===== config.mk =====
export PLATFORM = sky130hd
export DESIGN_NAME = serial_adder_mux
export DESIGN_NICKNAME = d
export VERILOG_FILES = /design/src/rtl/adder_pkg.sv /design/src/rtl/mux_8_1.sv /design/src/rtl/serial_adder_mux.sv
export SDC_FILE = /design/constraint.sdc
export NUM_CORES = 1
export LEC_CHECK = 0
export CAP_MARGIN = 10
export CORE_MARGIN = 1.5
export CORE_UTILIZATION = 52
export DETAILED_ROUTE_END_ITERATION = 10
export PLACE_DENSITY = 0.77
export REMOVE_ABC_BUFFERS = 1
export SYNTH_ARGS = -nofsm -noshare
export SYNTH_HDL_FRONTEND = slang
export SYNTH_HIERARCHICAL = 1
export SYNTH_SLANG_ARGS = --single-unit

===== constraint.sdc =====
create_clock -name clk -period 1.88 [get_ports clk]
set_clock_uncertainty 0.05 [all_clocks]
set_input_delay 0.282 -clock clk [delete_from_list [all_inputs] [get_ports clk]]
set_output_delay 0.282 -clock clk [all_outputs]
set_load 0.1 [all_outputs]

===== src/rtl/adder_pkg.sv =====
// Shared types and constants for the bit-serial, mux-based adder.
// The two LUTs are the full-adder truth tables indexed by {a, b, carry}.
package adder_pkg;

    typedef enum logic [1:0] {
        IDLE = 2'd0,
        RUN  = 2'd1,
        DONE = 2'd2
    } state_t;

    localparam logic [7:0] SUM_LUT   = 8'b1001_0110;
    localparam logic [7:0] CARRY_LUT = 8'b1110_1000;

    // Position of each operand bit inside the 3-bit mux select.
    localparam int SEL_A_BIT = 2;
    localparam int SEL_B_BIT = 1;
    localparam int SEL_C_BIT = 0;

    function automatic logic [2:0] make_sel(input logic a_bit, input logic b_bit, input logic c_bit);
        logic [2:0] s;
        s            = '0;
        s[SEL_A_BIT] = a_bit;
        s[SEL_B_BIT] = b_bit;
        s[SEL_C_BIT] = c_bit;
        return s;
    endfunction

endpackage


===== src/rtl/mux_8_1.sv =====
// Plain 8:1 multiplexer; with a constant data vector it acts as a 3-input LUT.
module mux_8_1 (
    input  logic [7:0] I,
    input  logic [2:0] s,
    output logic       y
);

    assign y = I[s];

endmodule


===== src/rtl/serial_adder_mux.sv =====
// Bit-serial WIDTH-bit adder: one sum/carry bit per cycle from two LUT muxes,
// wrapped in a start/busy/done handshake with registered sum and cout.
module serial_adder_mux
    import adder_pkg::*;
#(
    parameter int WIDTH = 8
) (
    input  logic             clk,
    input  logic             rst,
    input  logic             start,
    input  logic [WIDTH-1:0] a,
    input  logic [WIDTH-1:0] b,
    input  logic             cin,
    output logic             busy,
    output logic             done,
    output logic [WIDTH-1:0] sum,
    output logic             cout
);

    localparam int CW = $clog2(WIDTH + 1);
    localparam logic [CW-1:0] LAST_BIT = CW'(WIDTH - 1);

    state_t           state_reg;
    logic [WIDTH-1:0] a_sr_reg;
    logic [WIDTH-1:0] b_sr_reg;
    logic [WIDTH-1:0] res_sr_reg;
    logic             c_reg;
    logic [CW-1:0]    cnt_reg;

    logic [2:0]       sel;
    logic             s_bit;
    logic             c_bit;
    logic [WIDTH-1:0] res_next;

    assign sel = make_sel(a_sr_reg[0], b_sr_reg[0], c_reg);

    mux_8_1 u_sum_mux (
        .I (SUM_LUT),
        .s (sel),
        .y (s_bit)
    );

    mux_8_1 u_carry_mux (
        .I (CARRY_LUT),
        .s (sel),
        .y (c_bit)
    );

    // New sum bit enters at the MSB so the LSB ends up at bit 0 after WIDTH shifts.
    assign res_next = WIDTH'({s_bit, res_sr_reg} >> 1);

    always_ff @(posedge clk or posedge rst) begin
        if (rst) begin
            state_reg  <= IDLE;
            a_sr_reg   <= '0;
            b_sr_reg   <= '0;
            res_sr_reg <= '0;
            c_reg      <= 1'b0;
            cnt_reg    <= '0;
            busy       <= 1'b0;
            done       <= 1'b0;
            sum        <= '0;
            cout       <= 1'b0;
        end else begin
            case (state_reg)
                IDLE, DONE: begin
                    done <= 1'b0;
                    if (start) begin
                        a_sr_reg  <= a;
                        b_sr_reg  <= b;
                        c_reg     <= cin;
                        cnt_reg   <= '0;
                        busy      <= 1'b1;
                        state_reg <= RUN;
                    end else begin
                        busy      <= 1'b0;
                        state_reg <= IDLE;
                    end
                end
                RUN: begin
                    a_sr_reg   <= a_sr_reg >> 1;
                    b_sr_reg   <= b_sr_reg >> 1;
                    res_sr_reg <= res_next;
                    c_reg      <= c_bit;
                    cnt_reg    <= cnt_reg + 1'b1;
                    // Outputs are committed only here, never bit by bit.
                    if (cnt_reg == LAST_BIT) begin
                        sum       <= res_next;
                        cout      <= c_bit;
                        busy      <= 1'b0;
                        done      <= 1'b1;
                        state_reg <= DONE;
                    end
                end
                default: begin
                    busy      <= 1'b0;
                    done      <= 1'b0;
                    state_reg <= IDLE;
                end
            endcase
        end
    end

endmodule


==> metrics.cfg, run 1 <==
[floorplan]
fp.dieH_um=61.7
core_area_um2=3310
initial_core_util_pct=54.2
floorplan.io_pins=31
fp-row-count=21
die-area_um2=3810
die_x_um=61.7

[synth]
ys.flop_type=dfrtp_1
syn-mean-instance-area_um2=14.9
ys_async_sr_fraction_pct=100
synth-edff-count=0
synth.distinct_cells=22
ys_seq_elements=39
yosys.area.top_type_share_pct=54.4
yosysWarnings=6
ys_top_cells_by_area=dfrtp_1 (54%), a22o_1 (9.3%), mux2_4 (7.5%), a21o_1 (6.3%), mux4_1 (5.9%)
netlist_instances=120
synth_seq_area_share_pct=54.4
synth_area_um2=1790
synth_area_leader_cell=dfrtp_1

[clock_tree]
hold_buffers=0
cts_resized=0
postCtsSetupBuffers=0
clk_latency_ns=0.33
cts_buffers=5
clk_pin_slew_ns=0.11
cts_tree=done
htreeDepth=2
clock-root-buffer=clkbuf_4
clk_path_buf_depth=2
cts_num_sinks=39

[worst_setup_path]
crit_type=reg2reg
worstPathArrival_ns=1.94
worstPathMaxFanout=5
cp-end-kind=flip-flop
critical_path_required_ns=2.05
worstSetupStartpointType=flip-flop

[route]
wl_per_cell_um=13.6
vias=1125
drc=0
vias_per_cell=5.21
wirelength_mm=2.94
drt_iter0_markers=44
ant_nets=0
dr.pass1.iters=4

[global_routing]
grt_usage_pct=17.7
antenna_found_initial=0
grt.overflow.total=0
grt_max_degree=40
grt_pass1_vias=1162
grt_pass1_wl_mm=4.86

[layout]
area_delta_synth_final_pct=25.9
nNetsFinal=190
diodes=0
drive_above_1_share_pct=22.4
nFillCells=262
stdcell_count=216

[timing]
finalSetupTns_ns=0
final_hold_viol_count=0
max_freq_mhz=564
holdWs_ns=0.314
min_period_over_period_pct=94.3
maxSlewViolCount=0
setup_slack_ns=0.106
grt_setup_unrepaired=false
min_period_ns=1.77
final-setup-viol-count=0

[placement]
pre_cts_slack_ns=0.117
hpwl_mm=2.14
place_congestion=0.769
dp.cells=208
io_buffers=30

[status]
outcome=finished, final reports clean

[min_path]
hold_class=in2async

[run]
drv_cap=0

-- cells in the final DEF, fill, tap and decap left out --
master,count
buf_12,3
dfrtp_1,39
clkbuf_8,2
a22o_1,19
clkdlybuf4s50_1,19
conb_1,16
mux2_1,7
mux4_1,4
nor2b_4,1
nand2_1,3
nor3b_2,1
mux2_4,9
nand4_1,1
nand2b_1,1
mux2_2,3
ha_1,1
nor2_4,1
mux2i_1,2
nor2b_1,2
clkbuf_1,1
a21o_1,15
clkbuf_4,5
o21ai_1,1
inv_1,1
buf_4,13
-- critical path, stage by stage (launching register included) --
cell and delay, ns:
dfrtp_1 0.47, mux4_1 0.57, mux2_2 0.29, mux2_1 0.29
-- routing by layer --
layer	vias to the layer above	track usage (%)	share of wire (%)
li1	532	-	-
met1	551	20.0	43
met2	34	31.3	51
met3	8	3.73	4.5
met4	0	9.12	1.9
met5	-	0	0
-- stage by stage --
step,util [%],instance area (µm²)
after floorplan,-,1780
after global placement,66.1,2190
after detailed placement,66.1,2190
after CTS,68.2,2260
after global routing,68.2,2260
final,68.2,2260
-- area by class of cell --
type | count | area, µm² | area share, %
clock buffers | 8 | 68.8 | 3.05
inverters | 1 | 3.75 | 0.166
multi-input cells | 87 | 803 | 35.6
flip-flops and latches | 39 | 976 | 43.2
well taps | 46 | 57.6 | 2.55
repair buffers | 35 | 348 | 15.4
-- worst paths after layout --
path	start	endpoint	slack (ns)	cells past startpoint
setup / recovery	c_reg$_DFFE_PP0P_	res_sr_reg[7]$_DFFE_PP0P_	0.11	3
hold / removal	rst	sum[2]$_DFFE_PP0P_	0.31	3
setup reg to reg	c_reg$_DFFE_PP0P_	res_sr_reg[7]$_DFFE_PP0P_	0.11	3
hold reg to reg	b_sr_reg[3]$_DFFE_PP0P_	b_sr_reg[3]$_DFFE_PP0P_	0.44	1
max in group asynchronous	rst	res_sr_reg[4]$_DFFE_PP0P_	1.13	3
min in group clk	b_sr_reg[3]$_DFFE_PP0P_	b_sr_reg[3]$_DFFE_PP0P_	0.44	1
-- synthesized netlist by cell type (2+ instances only) --
cell	number
nor2b_1	2
dfrtp_1	39
mux4_1	4
mux2_2	3
conb_1	2
mux2_1	7
a22o_1	19
a21o_1	15
nand2_1	3
buf_6	4
buf_2	2
mux2_4	9
mux2i_1	2
-- cells by family after synthesis --
| kind of cell | count (synthesis) | synth area share [%] |
|---|---|---|
| multiplexers | 25 | 20.8 |
| buffers and inverters | 8 | 3.70 |
| flip-flops | 39 | 54.4 |
| adder cells (fa/ha/maj) | 1 | 0.698 |
| other | 2 | 0.419 |
| AO/OA/AOI/OAI | 35 | 15.8 |
| AND/OR/NAND/NOR | 10 | 4.12 |
Power of run 1 is left out: the tool's default activity adds up to more than one toggle a clock period on the data nets, which glitch-free logic cannot reach.
==> run 2: changes to the inputs <==
--- a/config.mk
+++ b/config.mk
@@ -9,6 +9,7 @@
 export CORE_MARGIN = 1.5
 export CORE_UTILIZATION = 52
 export DETAILED_ROUTE_END_ITERATION = 10
+export HOLD_SLACK_MARGIN = 0.02
 export PLACE_DENSITY = 0.77
 export REMOVE_ABC_BUFFERS = 1
 export SYNTH_ARGS = -nofsm -noshare
==> results of run 2 <==
No change in the layout: final DEF, timing and power equal those of run 1.
Power of run 2 is left out for the same reason.
